==> src/rtl/eic_prio_ctrl_pkg.sv <==
// Shared definitions for the external interrupt controller: bus sizing,
// register offsets, access-size codes and FSM state encoding.
package eic_prio_ctrl_pkg;

    localparam int BUS_WIDTH   = 32;
    localparam int BUS_ACC_CNT = 3;
    localparam int ACC_W       = $clog2(BUS_ACC_CNT);

    localparam int ACC_BYTE = 0;
    localparam int ACC_HALF = 1;
    localparam int ACC_WORD = 2;

    localparam int EIC_SIZE    = 32;
    localparam int EIC_PENDING = 'h00;
    localparam int EIC_ENABLE  = 'h04;
    localparam int EIC_MODE    = 'h08;
    localparam int EIC_CLAIM   = 'h0C;
    localparam int EIC_STATUS  = 'h10;

    typedef enum logic [1:0] {
        ST_IDLE    = 2'd0,
        ST_ACTIVE  = 2'd1,
        ST_SERVICE = 2'd2
    } eic_state_e;

endpackage

==> src/rtl/eic_src_sync.sv <==
// One interrupt source: synchroniser chain, edge detector and the pending bit
// with edge (set on rise, cleared by W1C or claim) or level behaviour.
module eic_src_sync #(
    parameter int SYNC_STAGES = 2
) (
    input  logic clk,
    input  logic rstn,
    input  logic src,
    input  logic mode,
    input  logic w1c,
    input  logic claim_clr,
    output logic pending
);

    logic [SYNC_STAGES-1:0] sync_q, sync_d;
    logic                   dly_q, dly_d;
    logic                   pend_q, pend_d;
    logic                   synced, rise;

    always_comb begin
        sync_d = {sync_q[SYNC_STAGES-2:0], src};
        synced = sync_q[SYNC_STAGES-1];
        dly_d  = synced;
        rise   = synced & ~dly_q;
        pend_d = pend_q;
        // A fresh edge outranks any clear arriving in the same cycle.
        if (mode) begin
            pend_d = synced;
        end else if (rise) begin
            pend_d = 1'b1;
        end else if (w1c || claim_clr) begin
            pend_d = 1'b0;
        end
    end

    always_ff @(posedge clk) begin
        if (!rstn) begin
            sync_q <= '0;
            dly_q  <= 1'b0;
            pend_q <= 1'b0;
        end else begin
            sync_q <= sync_d;
            dly_q  <= dly_d;
            pend_q <= pend_d;
        end
    end

    assign pending = pend_q;

endmodule

==> src/rtl/eic_prio_ctrl.sv <==
// External interrupt controller: per-source pending/enable/mode registers,
// fixed lowest-index-wins arbitration and a claim/complete handshake FSM.
module eic_prio_ctrl
    import eic_prio_ctrl_pkg::*;
#(
    parameter int NSRC        = 8,
    parameter int SYNC_STAGES = 2,
    parameter int AW          = 5
) (
    input  logic                 clk,
    input  logic                 rstn,
    input  logic [AW-1:0]        p_addr,
    input  logic                 p_w_rb,
    input  logic [ACC_W-1:0]     p_acc,
    input  logic [BUS_WIDTH-1:0] p_wdata,
    output logic [BUS_WIDTH-1:0] p_rdata,
    input  logic                 p_req,
    output logic                 p_resp,
    output logic                 eic_fault,
    output logic                 ext_int_trigger,
    input  logic                 ext_int_handled,
    input  logic [NSRC-1:0]      ext_int_src
);

    logic [NSRC-1:0]      pending, req, w1c, claim_clr;
    logic [NSRC-1:0]      enable_q, enable_d, mode_q, mode_d;
    eic_state_e           state_q, state_d;
    logic [4:0]           id_q, id_d, req_id;
    logic                 trig_q, trig_d;
    logic                 resp_q, resp_d, fault_q, fault_d;
    logic [BUS_WIDTH-1:0] rdata_q, rdata_d;
    logic                 acc_fault, rd_ok, wr_ok, claim_hit;
    logic                 unused_wdata;

    assign unused_wdata = ^p_wdata;

    for (genvar i = 0; i < NSRC; i++) begin : g_src
        eic_src_sync #(
            .SYNC_STAGES(SYNC_STAGES)
        ) u_src (
            .clk      (clk),
            .rstn     (rstn),
            .src      (ext_int_src[i]),
            .mode     (mode_q[i]),
            .w1c      (w1c[i]),
            .claim_clr(claim_clr[i]),
            .pending  (pending[i])
        );
    end

    always_comb begin
        acc_fault = (p_acc != ACC_W'(ACC_WORD))
                 || (p_addr[1:0] != 2'b00)
                 || (p_addr > AW'(EIC_STATUS))
                 || (p_w_rb && (p_addr == AW'(EIC_CLAIM) || p_addr == AW'(EIC_STATUS)));
        rd_ok     = p_req && !acc_fault && !p_w_rb;
        wr_ok     = p_req && !acc_fault && p_w_rb;
        claim_hit = rd_ok && (p_addr == AW'(EIC_CLAIM)) && (state_q == ST_ACTIVE);

        w1c = (wr_ok && p_addr == AW'(EIC_PENDING)) ? p_wdata[NSRC-1:0] : '0;
        for (int i = 0; i < NSRC; i++) begin
            claim_clr[i] = claim_hit && (id_q == 5'(i));
        end

        enable_d = (wr_ok && p_addr == AW'(EIC_ENABLE)) ? p_wdata[NSRC-1:0] : enable_q;
        mode_d   = (wr_ok && p_addr == AW'(EIC_MODE))   ? p_wdata[NSRC-1:0] : mode_q;

        rdata_d = '0;
        if (rd_ok) begin
            case (p_addr)
                AW'(EIC_PENDING): rdata_d[NSRC-1:0] = pending;
                AW'(EIC_ENABLE):  rdata_d[NSRC-1:0] = enable_q;
                AW'(EIC_MODE):    rdata_d[NSRC-1:0] = mode_q;
                AW'(EIC_CLAIM): begin
                    if (state_q == ST_ACTIVE) begin
                        rdata_d[31]  = 1'b1;
                        rdata_d[4:0] = id_q;
                    end
                end
                AW'(EIC_STATUS): begin
                    rdata_d[12:8] = id_q;
                    rdata_d[1:0]  = state_q;
                end
                default: rdata_d = '0;
            endcase
        end
        resp_d  = p_req;
        fault_d = p_req && acc_fault;
    end

    always_comb begin
        req    = pending & enable_q;
        req_id = '0;
        for (int i = NSRC - 1; i >= 0; i--) begin
            if (req[i]) begin
                req_id = 5'(i);
            end
        end

        state_d = state_q;
        id_d    = id_q;
        // The id is latched on entry to ACTIVE and held until the handshake ends.
        unique case (state_q)
            ST_IDLE: begin
                if (|req) begin
                    state_d = ST_ACTIVE;
                    id_d    = req_id;
                end
            end
            ST_ACTIVE: begin
                if (claim_hit) begin
                    state_d = ST_SERVICE;
                end else if (ext_int_handled) begin
                    state_d = ST_IDLE;
                end
            end
            ST_SERVICE: begin
                if (ext_int_handled) begin
                    state_d = ST_IDLE;
                end
            end
            default: state_d = ST_IDLE;
        endcase
        trig_d = (state_d == ST_ACTIVE);
    end

    always_ff @(posedge clk) begin
        if (!rstn) begin
            state_q  <= ST_IDLE;
            id_q     <= '0;
            trig_q   <= 1'b0;
            enable_q <= '0;
            mode_q   <= '0;
            resp_q   <= 1'b0;
            fault_q  <= 1'b0;
            rdata_q  <= '0;
        end else begin
            state_q  <= state_d;
            id_q     <= id_d;
            trig_q   <= trig_d;
            enable_q <= enable_d;
            mode_q   <= mode_d;
            resp_q   <= resp_d;
            fault_q  <= fault_d;
            rdata_q  <= rdata_d;
        end
    end

    assign p_rdata         = rdata_q;
    assign p_resp          = resp_q;
    assign eic_fault       = fault_q;
    assign ext_int_trigger = trig_q;

endmodule

==> config.mk <==
export PLATFORM = sky130hd
export DESIGN_NAME = eic_prio_ctrl
export DESIGN_NICKNAME = d
export VERILOG_FILES = /design/src/rtl/eic_prio_ctrl_pkg.sv /design/src/rtl/eic_src_sync.sv /design/src/rtl/eic_prio_ctrl.sv
export SDC_FILE = /design/constraint.sdc
export NUM_CORES = 1
export LEC_CHECK = 0
export CORE_UTILIZATION = 35
export DETAILED_ROUTE_END_ITERATION = 8
export PLACE_DENSITY = 0.58
export SYNTH_ARGS = -nofsm -noshare
export SYNTH_HDL_FRONTEND = slang
export SYNTH_HIERARCHICAL = 1
export SYNTH_SLANG_ARGS = --single-unit
export TNS_END_PERCENT = 20
==> constraint.sdc <==
create_clock -name clk -period 2.3 [get_ports clk]
set_input_delay 0.69 -clock clk [delete_from_list [all_inputs] [get_ports clk]]
set_output_delay 0.69 -clock clk [all_outputs]
set_load 0.01 [all_outputs]
==> results.toml, run 1 <==
[pwr]
p_leak_nw = 1.50
vdd_drop_max_uv = 218
powerDensity_mw_per_mm2 = 590
totalPowerFinal_w = 0.00225

[worst_setup_path]
worstPathRequired_ps = 2580
crit_path_cell_trace = "clkdlybuf4s50_1 > and3b_1 > buf_4 > nand3_2 > or3_4 > nor2_1 > or4b_1 > a21boi_1"
worst_ep_arrival_time_ps = 2530
r2r_start = "state_q[1]$_SDFF_PN0_"
path_class = "input port to register"
cp_top_family = "simple AND/OR/NAND/NOR gates"
cp_max_fo = 4
cp_num_buf_inv = 2
cp-end-kind = "register"
worst-path-stages = 8
r2r_setup_slack_ps = 630
start_kind = "input port"
max_stage_delay_ps = 520
worstReg2RegEnd = "g_src[7].u_src/pending$_SDFFE_PN0P_"
cp_slowest_cell = "or4b_1"
crit_start = "p_acc[0]"
worstRegToRegCells = 6

[floorplanning]
die_area_mm2 = 0.00891
ios = 87
dieWidth_um = 94.4
core_mm2 = 0.00826
die_h_um = 94.4
rows = 33
initial_core_util_pct = 36.2

[min_path]
whs_endpoint = "g_src[1].u_src/sync_q[1]$_SDFF_PN0_"
min_from = "g_src[1].u_src/sync_q[0]$_SDFF_PN0_"
hp-class = "register to register"
min_path_cells = 1

[drt]
via_per_inst = 4.73
drc = 0
wl_per_cell_um = 13.4
wirelength_mm = 6.53
ant_nets = 0
num_vias = 2299
drt_iter0_drc = 100
first_pass_iters = 4

[placed_design]
place.gp.congestion = 0.835
dp_hpwl_mm = 4.63
numPortBuffers = 42
dp_slack_ps = -446

[sta]
rsz0062_at_grt = "false"
period_share_pct = 97.5
drv_slew = 0
hold_ws_ps = 434
finalSetupViolCount = 0
setup_ws_ps = 57.1
min_period_ps = 2240
fmax_ghz = 0.446
hold_violations = 0
skew_ps = 4.59

[clock_tree]
cts_max_path_buffers = 2
path_clk_slew_ps = 70
cts.hold.buffers_added = 0
clock_latency_ps = 350
post_cts_buffers = 0
clock-sinks = 68
cts_made_buffers = 9
clockRootBuffer = "clkbuf_8"
cts_tree = "done"
cts-htree-levels = 3

[cells_and_area]
fin_nets = 428
syn2layout_area_growth_pct = 27.9
antenna_cells = 0
drive_gt1_share_pct = 14.2

[status]
status = "finished, final reports clean"

[synth]
synth_ff_type = "dfxtp_1"
async_flop_share_pct = 0
synth-edff-count = 0
ys_seq_elements = 68
netlist_top_cells_count = "dfxtp_1 (68), and2_1 (37), mux2i_1 (22), nor2_1 (22), buf_4 (21)"
syn_inst = 309
yosysTopAreaCellShare_pct = 45.5
yosysMostFrequentCell = "dfxtp_1"
yosys_warnings = 6
yosysTopAreaCell = "dfxtp_1"
netlist_area_mm2 = 0.00299
synth_seq_area_share_pct = 45.5
yosysUniqueCellTypes = 48
syn_avg_cell_area_um2 = 9.67
synth_area_leaders = "dfxtp_1 (46%), and2_1 (7.7%), mux2i_1 (7.4%), buf_4 (5.3%), nor2b_1 (3.6%)"

[global_route]
grt_pass1_vias = 2189
grt_max_degree = 31
grt_usage_pct = 16.0
grt-ovfl-total = 0
antenna_found_initial = 0
grt_first_pass_wirelength_mm = 10.8

[run]
maxCapViolations = 0
-- power breakdown --
part           internal, W  switching, W
Sequential         0.00120     0.0000126
Combinational    0.0000991     0.0000842
Clock             0.000388      0.000467
Total              0.00169      0.000564
-- per-layer routing --
layer | wire [um] | share of wire, % | global-route usage (%)
met3 | 344 | 5.3 | 3.62
met5 | 0 | 0 | 0
met2 | 2990 | 46 | 25.6
met1 | 3110 | 48 | 20.6
met4 | 90 | 1.4 | 7.18
-- per-stage QoR --
| step | util [%] | cells | cell area (um2) | setup TNS, ps |
|---|---|---|---|---|
| 3_3_place_gp | 43.8 | 470 | 3610 | -8800 |
| 4_1_cts | 45.8 | 486 | 3790 | 0 |
| 2_1_floorplan | - | 328 | 3060 | 0 |
| 5_1_grt | 46.3 | 486 | 3820 | 0 |
| 6_report | 46.3 | 486 | 3820 | 0 |
| 3_5_place_dp | 43.8 | 470 | 3610 | -9020 |
-- flip-flops by register name, summed over array words and instances, names as in the netlist --
signal	count
g_src.u_src/dly_q	8
g_src.u_src/pending	8
g_src.u_src/sync_q	16
p_resp	1
id_q	3
state_q	2
ext_int_trigger	1
enable_q	8
eic_fault	1
mode_q	8
p_rdata	12
-- layout by cell type (no fill, tap or decap), drive strengths merged, types with 5 or more instances in the layout --
cell type / Yosys / layout
dfxtp: 68 / 68
mux2i: 22 / 22
buf: 25 / 24
a21boi: 8 / 8
nand3: 5 / 5
inv: 10 / 10
or4b: 8 / 8
o21ai: 9 / 9
a21oi: 12 / 12
nor2: 22 / 22
conb: 1 / 20
clkbuf: 4 / 10
clkdlybuf4s50: 0 / 38
nor2b: 17 / 17
nand2: 13 / 13
a22oi: 8 / 8
and2: 37 / 37
-- logic make-up (layout without fill, tap and decap cells) --
family          Yosys count  after routing  share of synthesized area [%]
buf+inv                  39             92                           8.08
simple gates            129            129                           27.0
other cells               1             20                          0.125
mux                      24             24                           8.12
compound gates           48             48                           11.2
flops                    68             68                           45.5
-- worst register-to-register path, stage by stage (launching register included) --
cell and delay, ps:
dfxtp_1 420, inv_1 100, and4_1 220, nand3_2 130, nor2_1 70, or4b_1 520, a21boi_1 130
-- layout make-up --
cell class,count,area [um2]
clock buffer,10,128
clock inverter,6,41.3
fill,826,4430
inverter,10,37.5
multi-input combinational,221,1490
sequential,68,1360
tap,105,131
timing repair buffer,66,639
-- how the worst max path moves through the flow --
stage | to | slack [ps]
after floorplan | g_src[3].u_src/pending$_SDFFE_PN0P_ | 260
after global placement | g_src[7].u_src/pending$_SDFFE_PN0P_ | -430
after detailed placement | g_src[7].u_src/pending$_SDFFE_PN0P_ | -450
after CTS | g_src[4].u_src/pending$_SDFFE_PN0P_ | 10
after global routing | g_src[0].u_src/pending$_SDFFE_PN0P_ | 4
final | g_src[2].u_src/pending$_SDFFE_PN0P_ | 60
-- what timing repair did --
action	CTS	global route
pin swaps	2	6
endpoints found under the setup margin	8	17
resized for setup	2	11
gates cloned	0	0
No activity file was read; power rests on OpenSTA's default activity.
==> run 2, diff against run 1 <==
- CTS_BUF_LIST: not set -> sky130_fd_sc_hd__clkbuf_8
==> run 2 against run 1 <==
Worst setup slack gained 3.5 ps; wire length grew 0.44%; sequential share of layout area is the same; largest cell class unchanged; highest routed layer unchanged.
==> results.toml, run 2 (synthesized netlist as in run 1, its figures left out) <==
[floorplanning]
die_area_mm2 = 0.00891
ios = 87
initial_core_util_pct = 36.2
die_h_um = 94.4
dieWidth_um = 94.4
core_mm2 = 0.00826
rows = 33

[cells_and_area]
final_common_cell = "dfxtp_1"
layout_common_cells = "dfxtp_1 (68), clkdlybuf4s50_1 (38), and2_1 (37), mux2i_1 (22), nor2_1 (21)"
drive_gt1_share_pct = 14.2
fin_nets = 428
design_area_mm2 = 0.00382
antenna_cells = 0
largest_register_ffs = 16
largest-register = "g_src.u_src/sync_q"
post-route-util_pct = 46.3
syn2layout_area_growth_pct = 27.9

[global_route]
grt_first_pass_wirelength_mm = 10.8
antenna_found_initial = 0
grt_usage_pct = 16.0
grt_pass1_vias = 2188
grt-ovfl-total = 0
grt_max_degree = 31

[min_path]
hp-class = "register to register"

[sta]
period_share_pct = 97.4
drv_slew = 0
min_period_ps = 2240
setup_ws_ps = 60.6
rsz0062_at_grt = "false"
skew_ps = 4.72
fmax_ghz = 0.447
hold_violations = 0
finalSetupViolCount = 0

[worst_setup_path]
cp-end-kind = "register"
cp_top_family = "simple AND/OR/NAND/NOR gates"
path_class = "input port to register"
worstPathRequired_ps = 2580
max_stage_delay_ps = 520
start_kind = "input port"
crit_path_cell_trace = "clkdlybuf4s50_1 > and3b_1 > buf_4 > nand3_2 > or3_4 > nor2_1 > or4b_1 > a21boi_1"
cp_num_buf_inv = 2
cp_max_fo = 4
cp_slowest_cell = "or4b_1"
worst_ep_arrival_time_ps = 2520

[drt]
wirelength_mm = 6.56
drt_iter0_drc = 85
first_pass_iters = 4
ant_nets = 0
wl_per_cell_um = 13.5
via_per_inst = 4.71
num_vias = 2291
drc = 0

[clock_tree]
clock-sinks = 68
cts_max_path_buffers = 2
cts_made_buffers = 9
post_cts_buffers = 0
clock_latency_ps = 350
clockRootBuffer = "clkbuf_8"
cts-htree-levels = 3
cts_tree = "done"
cts.hold.buffers_added = 0
path_clk_slew_ps = 70

[placed_design]
dp_slack_ps = -446
place.gp.congestion = 0.835
dpl_cell_area_mm2 = 0.00361
dp_hpwl_mm = 4.63
numPortBuffers = 42

[pwr]
powerDensity_mw_per_mm2 = 589
vdd_drop_max_uv = 219
p_leak_nw = 1.50

[run]
maxCapViolations = 0

[status]
status = "finished, final reports clean"
-- run 2: changes by cell type in the layout (fill, tap and decap cells not counted) --
| cell | before | now |
|---|---|---|
| clkbuf_1 | 1 | 0 |
| inv_1 | 10 | 11 |
-- run 2: worst register-to-register path: cells and delay by family (launching register included) --
family                 cells  cell delay [ps]
flip-flops                 1              420
buffers and inverters      1              100
AO/OA/AOI/OAI              1              130
AND/OR/NAND/NOR            4              940
-- run 2: timing repair --
item,in CTS,in global routing
pin swaps,2,6
gates resized for setup,2,11
endpoints found under the setup margin,8,17
-- run 2: layer usage --
layer	share of wire (%)	vias up	GRT usage (%)
met5	0	-	0
met1	48	1054	20.5
met4	1.4	0	7.18
li1	-	1164	-
met3	5.2	11	3.62
met2	46	62	25.6
-- run 2: final cells by class --
cell class | count | area [um2]
clock buffer | 9 | 124
clock inverter | 7 | 45.0
fill | 826 | 4430
inverter | 10 | 37.5
multi-input combinational | 221 | 1490
sequential | 68 | 1360
tap | 105 | 131
timing repair buffer | 66 | 639
-- run 2: final timing paths --
kind / to / depth (start not counted) / slack (ps) / from
min: g_src[1].u_src/sync_q[1]$_SDFF_PN0_ / 1 / 430 / g_src[1].u_src/sync_q[0]$_SDFF_PN0_
max reg2reg: g_src[7].u_src/pending$_SDFFE_PN0P_ / 6 / 630 / state_q[1]$_SDFF_PN0_
max: g_src[2].u_src/pending$_SDFFE_PN0P_ / 8 / 60 / p_acc[0]
min reg2reg: g_src[1].u_src/sync_q[1]$_SDFF_PN0_ / 1 / 430 / g_src[1].u_src/sync_q[0]$_SDFF_PN0_
-- run 2: per-stage QoR --
step | std cells | hold WS [ps] | total power (W) | TNS [ps]
detailed placement | 470 | 420 | 0.00143 | -9020
global route | 486 | 445 | 0.00235 | 0
finish | 486 | 434 | 0.00225 | 0
global placement | 470 | 414 | 0.00142 | -8800
CTS | 486 | 438 | 0.00228 | 0
floorplan | 328 | 412 | 0.00135 | 0
-- run 2: report_power, final --
part / internal (W) / leakage (nW) / switching, W / total, W
registers: 0.00120 / 0.553 / 0.0000128 / 0.00122
clock network: 0.000384 / 0.0824 / 0.000469 / 0.000853
logic: 0.0000991 / 0.868 / 0.0000844 / 0.000183
total: 0.00169 / 1.50 / 0.000566 / 0.00225
